===== config.mk =====
export PLATFORM = sky130hd
export DESIGN_NAME = uart_recv
export DESIGN_NICKNAME = d
export VERILOG_FILES = /design/src/rtl/uart_recv.sv
export SDC_FILE = /design/constraint.sdc
export NUM_CORES = 1
export LEC_CHECK = 0
export ABC_AREA = 0
export CAP_MARGIN = 20
export CORE_MARGIN = 3
export CORE_UTILIZATION = 45
export DETAILED_ROUTE_END_ITERATION = 12
export PLACE_DENSITY = 0.59
export SYNTH_ARGS = -nofsm -noshare
export SYNTH_HDL_FRONTEND = slang
export SYNTH_SLANG_ARGS = --single-unit

===== constraint.sdc =====
create_clock -name clk -period 6.1 [get_ports clk]
set_input_delay 1.83 -clock clk [delete_from_list [all_inputs] [get_ports clk]]
set_output_delay 1.83 -clock clk [all_outputs]
set_load 0.005 [all_outputs]

===== src/rtl/uart_recv.sv =====
// UART receiver: 8N1 by default; defining UART_RX_PARITY_EN switches it to 8E1 and adds parity_err.
// Each byte is presented on uart_data with a one-cycle uart_done strobe.
module uart_recv #(
  parameter int CLK_FREQ = 50000000,
  parameter int UART_BPS = 9600
) (
  input  logic       clk,
  input  logic       rst_n,
  input  logic       uart_rxd,
  output logic [7:0] uart_data,
  output logic       uart_done,
  output logic       frame_err
`ifdef UART_RX_PARITY_EN
  ,
  output logic       parity_err
`endif
);

  localparam int          BPS_CNT = CLK_FREQ / UART_BPS;
  localparam logic [15:0] CNT_MAX = 16'(BPS_CNT - 1);
  localparam logic [15:0] CNT_MID = 16'(BPS_CNT / 2);
`ifdef UART_RX_PARITY_EN
  localparam logic [3:0]  STOP_IDX = 4'd10;
`else
  localparam logic [3:0]  STOP_IDX = 4'd9;
`endif

  typedef enum logic [1:0] {IDLE, RECV, CHECK} state_t;

  state_t      state, state_nxt;
  logic        rx_s1, rx_s2, rx_s3;
  logic        start_flag;
  logic        mid;
  logic [15:0] clk_cnt;
  logic [3:0]  bit_cnt;
  logic [2:0]  buf_idx;
  logic [7:0]  rx_buf;
  logic        stop_bit;
  logic        par_bad;

  // Two flops for metastability, a third only to see the falling edge.
  always_ff @(posedge clk or negedge rst_n) begin
    if (!rst_n) begin
      rx_s1 <= 1'b1;
      rx_s2 <= 1'b1;
      rx_s3 <= 1'b1;
    end else begin
      rx_s1 <= uart_rxd;
      rx_s2 <= rx_s1;
      rx_s3 <= rx_s2;
    end
  end

  assign start_flag = (state == IDLE) & rx_s3 & ~rx_s2;
  assign mid        = (state == RECV) && (clk_cnt == CNT_MID);
  assign buf_idx    = 3'(bit_cnt - 4'd1);

  always_ff @(posedge clk or negedge rst_n) begin
    if (!rst_n) state <= IDLE;
    else        state <= state_nxt;
  end

  always_comb begin
    state_nxt = state;
    case (state)
      IDLE:  if (start_flag) state_nxt = RECV;
      RECV: begin
        if (mid) begin
          if (bit_cnt == 4'd0 && rx_s2) state_nxt = IDLE;
          else if (bit_cnt == STOP_IDX) state_nxt = CHECK;
        end
      end
      CHECK:   state_nxt = IDLE;
      default: state_nxt = IDLE;
    endcase
  end

  always_ff @(posedge clk or negedge rst_n) begin
    if (!rst_n) begin
      clk_cnt <= 16'd0;
      bit_cnt <= 4'd0;
    end else if (state == IDLE) begin
      clk_cnt <= 16'd0;
      bit_cnt <= 4'd0;
    end else if (clk_cnt == CNT_MAX) begin
      clk_cnt <= 16'd0;
      bit_cnt <= bit_cnt + 4'd1;
    end else begin
      clk_cnt <= clk_cnt + 16'd1;
    end
  end

  // Shift register holds payload only, so it carries no reset.
  always_ff @(posedge clk) begin
    if (mid && bit_cnt >= 4'd1 && bit_cnt <= 4'd8) rx_buf[buf_idx] <= rx_s2;
  end

  always_ff @(posedge clk or negedge rst_n) begin
    if (!rst_n)                          stop_bit <= 1'b1;
    else if (mid && bit_cnt == STOP_IDX) stop_bit <= rx_s2;
  end

`ifdef UART_RX_PARITY_EN
  logic par_bit;

  always_ff @(posedge clk or negedge rst_n) begin
    if (!rst_n)                       par_bit <= 1'b0;
    else if (mid && bit_cnt == 4'd9)  par_bit <= rx_s2;
  end

  assign par_bad = ^{rx_buf, par_bit};

  always_ff @(posedge clk or negedge rst_n) begin
    if (!rst_n) parity_err <= 1'b0;
    else        parity_err <= (state == CHECK) && par_bad;
  end
`else
  assign par_bad = 1'b0;
`endif

  always_ff @(posedge clk or negedge rst_n) begin
    if (!rst_n) begin
      uart_data <= 8'h00;
      uart_done <= 1'b0;
      frame_err <= 1'b0;
    end else begin
      uart_done <= 1'b0;
      frame_err <= 1'b0;
      if (state == CHECK) begin
        frame_err <= ~stop_bit;
        if (stop_bit && !par_bad) begin
          uart_done <= 1'b1;
          uart_data <= rx_buf;
        end
      end
    end
  end

endmodule


# Yosys cells after proc, flatten, opt, wreduce, memory -nomap -nowiden
# Cells that the tools add are included.
op_classes:
  n_shift: 0
  addsub: 3
  n_reduce_logical: 11
  n_eq_ne: 8
  muxes: 15
  bitwise_logic: 4
  n_mul: 0
  div_mod_pow: 0
  n_lt_le_gt_ge: 4
op_table:
  columns: ["operator", "n"]
  rows:
  - ["$mux 16", 2]
  - ["$add 16x1->16 const B", 1]
  - ["$eq 16x12->1 const B", 1]
  - ["$eq 16x13->1 const B", 1]
  - ["$bwmux 8", 1]
  - ["$mux 2", 4]
  - ["$mux 4", 2]
  - ["$logic_and 1x1->1", 6]
  - ["$add 4x1->4 const B", 1]
  - ["$eq 4x4->1 const B", 1]
  - ["$ge 4x1->1 const B", 1]
  - ["$le 4x4->1 const B", 1]
  - ["$logic_not 4->1", 1]
  - ["$lt 3x4->1 const B", 1]
  - ["$mux 1", 4]
  - ["$ne 2x2->1 const B", 2]
  - ["$pmux 2 s2", 1]
  - ["$demux 1 s3", 1]
  - ["$ge 3x1->1 const B", 1]
  - ["$ne 3x1->1 const B", 1]
  - ["$reduce_and 3->1", 1]
  - ["$sub 3x1->3 const B", 1]
  - ["$and 1x1->1", 2]
  - ["$eq 2x1->1 const B", 1]
  - ["5 further kinds", 6]
word_totals:
  register_bits: 44
  mem_bits_rw: 0
  wordCells: 56
  mem_bits_ro: 0
  mem_count: 0
  input_bits: 3
  latch_bits: 0

# Depth between registers and ports, before layout
depth:
  word_depth: 6
  depth_mapped: 7
  ltp_nobuf: 6

# Worst setup path before layout
# OpenSTA, ideal clock, no wires.
synth_timing:
  path_kind: "register to output"
  startpoint: "reg uart_data[0]"
  endpoint: "out uart_data[0]"
  path_stages_with_launch: 1
  required_ps: 4270
  arrival_ps: 362
  path_buffers: 0
  setup_slack_ps: 3908
  path_cell_list: "dfrtp_1"
synth_rtl:
  columns: ["element", "line", "text"]
  rows:
  - ["start, declared", "10", "output logic [7:0] uart_data,"]
  - ["start signal, assigned", "133", "uart_data <= rx_buf;"]
# No word-level cell between the ends.

# Final worst setup path
layout_timing:
  startpoint: "reg uart_data[0]"
  endpoint: "out uart_data[0]"
# No word-level cell between the ends.

==> results.md <==
- Status: finished, final reports clean
- Crit Path Max Fanout: 2
- Area grow syn2layout: 13.2%
- Antenna violations before repair: 0
- Delay-heaviest family, CP: buffers and inverters
- Cell area after layout: 0.00234 sq mm
- Hold_buf cts: 0
- Final hold vios: 0
- Initial core utilization: 49.1%
- Longest Clk Path Bufs: 2
- Cell Chain, Critical Path: clkdlybuf4s50_1
- N_diodes: 0
- Reg clk slew, reported paths: 0.09 ns
- PwrDens: 278 mW/mm^2
- Die Width: 73.7 microns
- Setup TNS: 0 ns
- LEAKAGE: 0.991 nW
- # setup viols final: 0
- Req. time, crit path: 4.27 ns
- Worst-Skew Late Latency: 0.30 ns
- Max Slew Vio Count: 0
- Post-Synthesis Cells: 190
- Slowest cell delay on critical path: 0.50 ns
- Placer Congestion: 0.786
- # port buffers: 12
- Met3 Use GR: 5.06%
- Hpwl dp: 2580 microns
- CTS Root Buffer Type: clkbuf_8
- Htree depth: 2
- RSZ-0062 raised after global routing: false
- MaxCap Viol Count: 0
- Largest net degree at the start of global routing: 37
- Mapped Avg Cell Area: 10.9 sq um
- Crit end category: output port
- CTS Buf Count: 5
- Die height: 73.7 microns
- Maximum vdd drop: 0.000183 V
- Sequential area share after synthesis: 55.5%
- Syn. warnings: 0
- CP Class: flip-flop to output port
- Io pins: 13
- Worst slew pin tran: 0.650 ns
- Buf/Inv on CP: 1
- Post-Layout Cell Count: 256
- Layout cells sized above 1: 10.2%
- Max_slew headroom: 56.6%
- Final worst-path cycle share: 48.9%
- CTS tree: yes
- Die footprint: 0.00543 sq mm
- Netlist Area Pre-Place: 0.00206 sq mm
- Post-synthesis cell type count: 42
- CP startpoint kind: flip-flop
- DRC viols: 0
- Yosys reg bits: 44
- DR pass1 iterations: 6
- Met1 Use GR: 19.0%
- Resize count post-CTS: 0
- Clock Skew: 0.00701 ns
- Rows: 23
- Vias per inst: 5.32
- Post-layout util: 55.6%
- Worst EP arrival: 1.15 ns
- Worst Hold Class: flip-flop to flip-flop
- Post-CTS Setup Bufs: 0
- Vias in the first global route: 1402
- DP Cell Count: 248
- Max Clock Freq: 335 MHz
- Post-Syn Nets: 198
- Critical Path Slowest Stage Cell: clkdlybuf4s50_1
- CTS Sinks: 44
- Total power: 0.648 mW
- Area after DPL: 0.00222 sq mm
- Core area: 0.00420 sq mm
- Initial drt markers: 90
- Top Usage Layer GRT: met2
- Final #Nets: 213
- Vias: 1362
- Post-route ant nets: 0
- GR Overflow Total: 0
- Grt met2 use: 27.5%
- Crit path time final: 2.98 ns
- First-pass GRT wire length: 6490 microns
- Total track usage: 16.0%
- Final WL: 3710 microns
- WL per Instance: 14.5 microns
[through the flow]
stage / hold slack (ns) / worst slack, ns
4_1_cts: 0.362 / 3.10
3_3_place_gp: 0.346 / 3.45
3_5_place_dp: 0.349 / 3.44
6_report: 0.361 / 3.12
2_1_floorplan: 0.345 / 3.91
5_1_grt: 0.367 / 3.05
[synth_stat cells]
master	n	area share, %
ha_1	5	3.0
nor4b_1	1	0.42
or3b_4	1	0.55
mux2i_1	1	0.49
and4_1	3	1.3
a2111oi_4	1	1.3
or3b_1	1	0.42
xnor2_1	3	1.3
o21ai_0	5	1.2
and3_1	1	0.30
nand4_1	5	1.5
nand2_1	29	5.3
buf_2	2	0.49
and2_1	3	0.91
buf_6	1	0.55
dfstp_2	4	5.1
clkinv_1	1	0.18
inv_1	6	1.1
buf_4	1	0.36
nand4_4	1	1.0
a2111oi_2	1	0.73
dfrtp_1	32	39
a21oi_1	5	1.2
nor4bb_1	1	0.49
and4bb_1	2	1.2
nand3b_1	3	1.1
mux2_1	1	0.55
nand2b_4	1	0.67
xor2_1	11	4.7
nand2b_1	1	0.30
nor2_1	21	3.8
and4bb_2	1	0.61
nor2b_1	1	0.30
nor3_1	5	1.2
o21ai_1	1	0.24
nand3_1	11	2.7
or3_1	5	1.5
o21ai_2	1	0.42
nor3_2	1	0.49
edfxtp_1	8	12
nor3b_1	1	0.36
clkbuf_1	1	0.18
[cells by family after synthesis]
kind of cell,share of synthesized area (%)
DFF,55.5
AOI/OAI and AO/OA,5.15
buffers and inverters,2.85
and+or+nand+nor,26.4
muxes,1.03
xor gates and xnor gates,5.94
adders and majority gates,3.03
[report_power, final]
| part | total (mW) | internal, mW | switching [mW] |
|---|---|---|---|
| clock network | 0.225 | 0.123 | 0.102 |
| logic | 0.0819 | 0.0318 | 0.0501 |
| registers | 0.341 | 0.318 | 0.0235 |
[layout by cell type (no fill, tap or decap), types with 4 or more instances in the layout]
cell type        instances
a21oi_1                  5
clkbuf_8                 5
clkdlybuf4s50_1         12
dfrtp_1                 32
dfstp_2                  4
edfxtp_1                 8
ha_1                     5
inv_1                    6
nand2_1                 29
nand3_1                 11
nand4_1                  5
nor2_1                  21
nor3_1                   5
o21ai_0                  5
or3_1                    5
xor2_1                  11
[registers in the layout (all words and copies together) (netlist names)]
name	cells
frame_err	1
state	2
stop_bit	1
rx_buf	8
clk_cnt	16
rx_s3	1
rx_s2	1
uart_data	8
rx_s1	1
bit_cnt	4
uart_done	1
[worst paths after layout]
check                      slack, ns  cells past startpoint                  endpoint                     start
setup reg to reg                3.96                      6       rx_buf[3]$_DFFE_PP_    bit_cnt[0]$_DFFE_PN0P_
max in group asynchronous       3.80                      2           rx_s2$_DFF_PN1_                     rst_n
setup / recovery                3.12                      1              uart_data[0]  uart_data[0]$_DFFE_PN0P_
min in group asynchronous       1.95                      2  uart_data[5]$_DFFE_PN0P_                     rst_n
hold reg to reg                 0.36                      0           rx_s2$_DFF_PN1_           rx_s1$_DFF_PN1_
hold / removal                  0.36                      0           rx_s2$_DFF_PN1_           rx_s1$_DFF_PN1_
[per-layer routing]
layer / up-vias / share of wire (%)
met2: 20 / 50
met5: - / 0
met1: 660 / 46
li1: 680 / -
met3: 2 / 3.0
met4: 0 / 0.59
[final cells by class]
cell class / count / area (sq um)
fill: 368 / 1870
sequential: 44 / 1150
multi-input combinational: 134 / 858
timing repair buffer: 13 / 128
clock buffer: 5 / 68.8
tap: 50 / 62.6
clock inverter: 3 / 46.3
inverter: 7 / 26.3
Power figures use the tool's default switching activity.
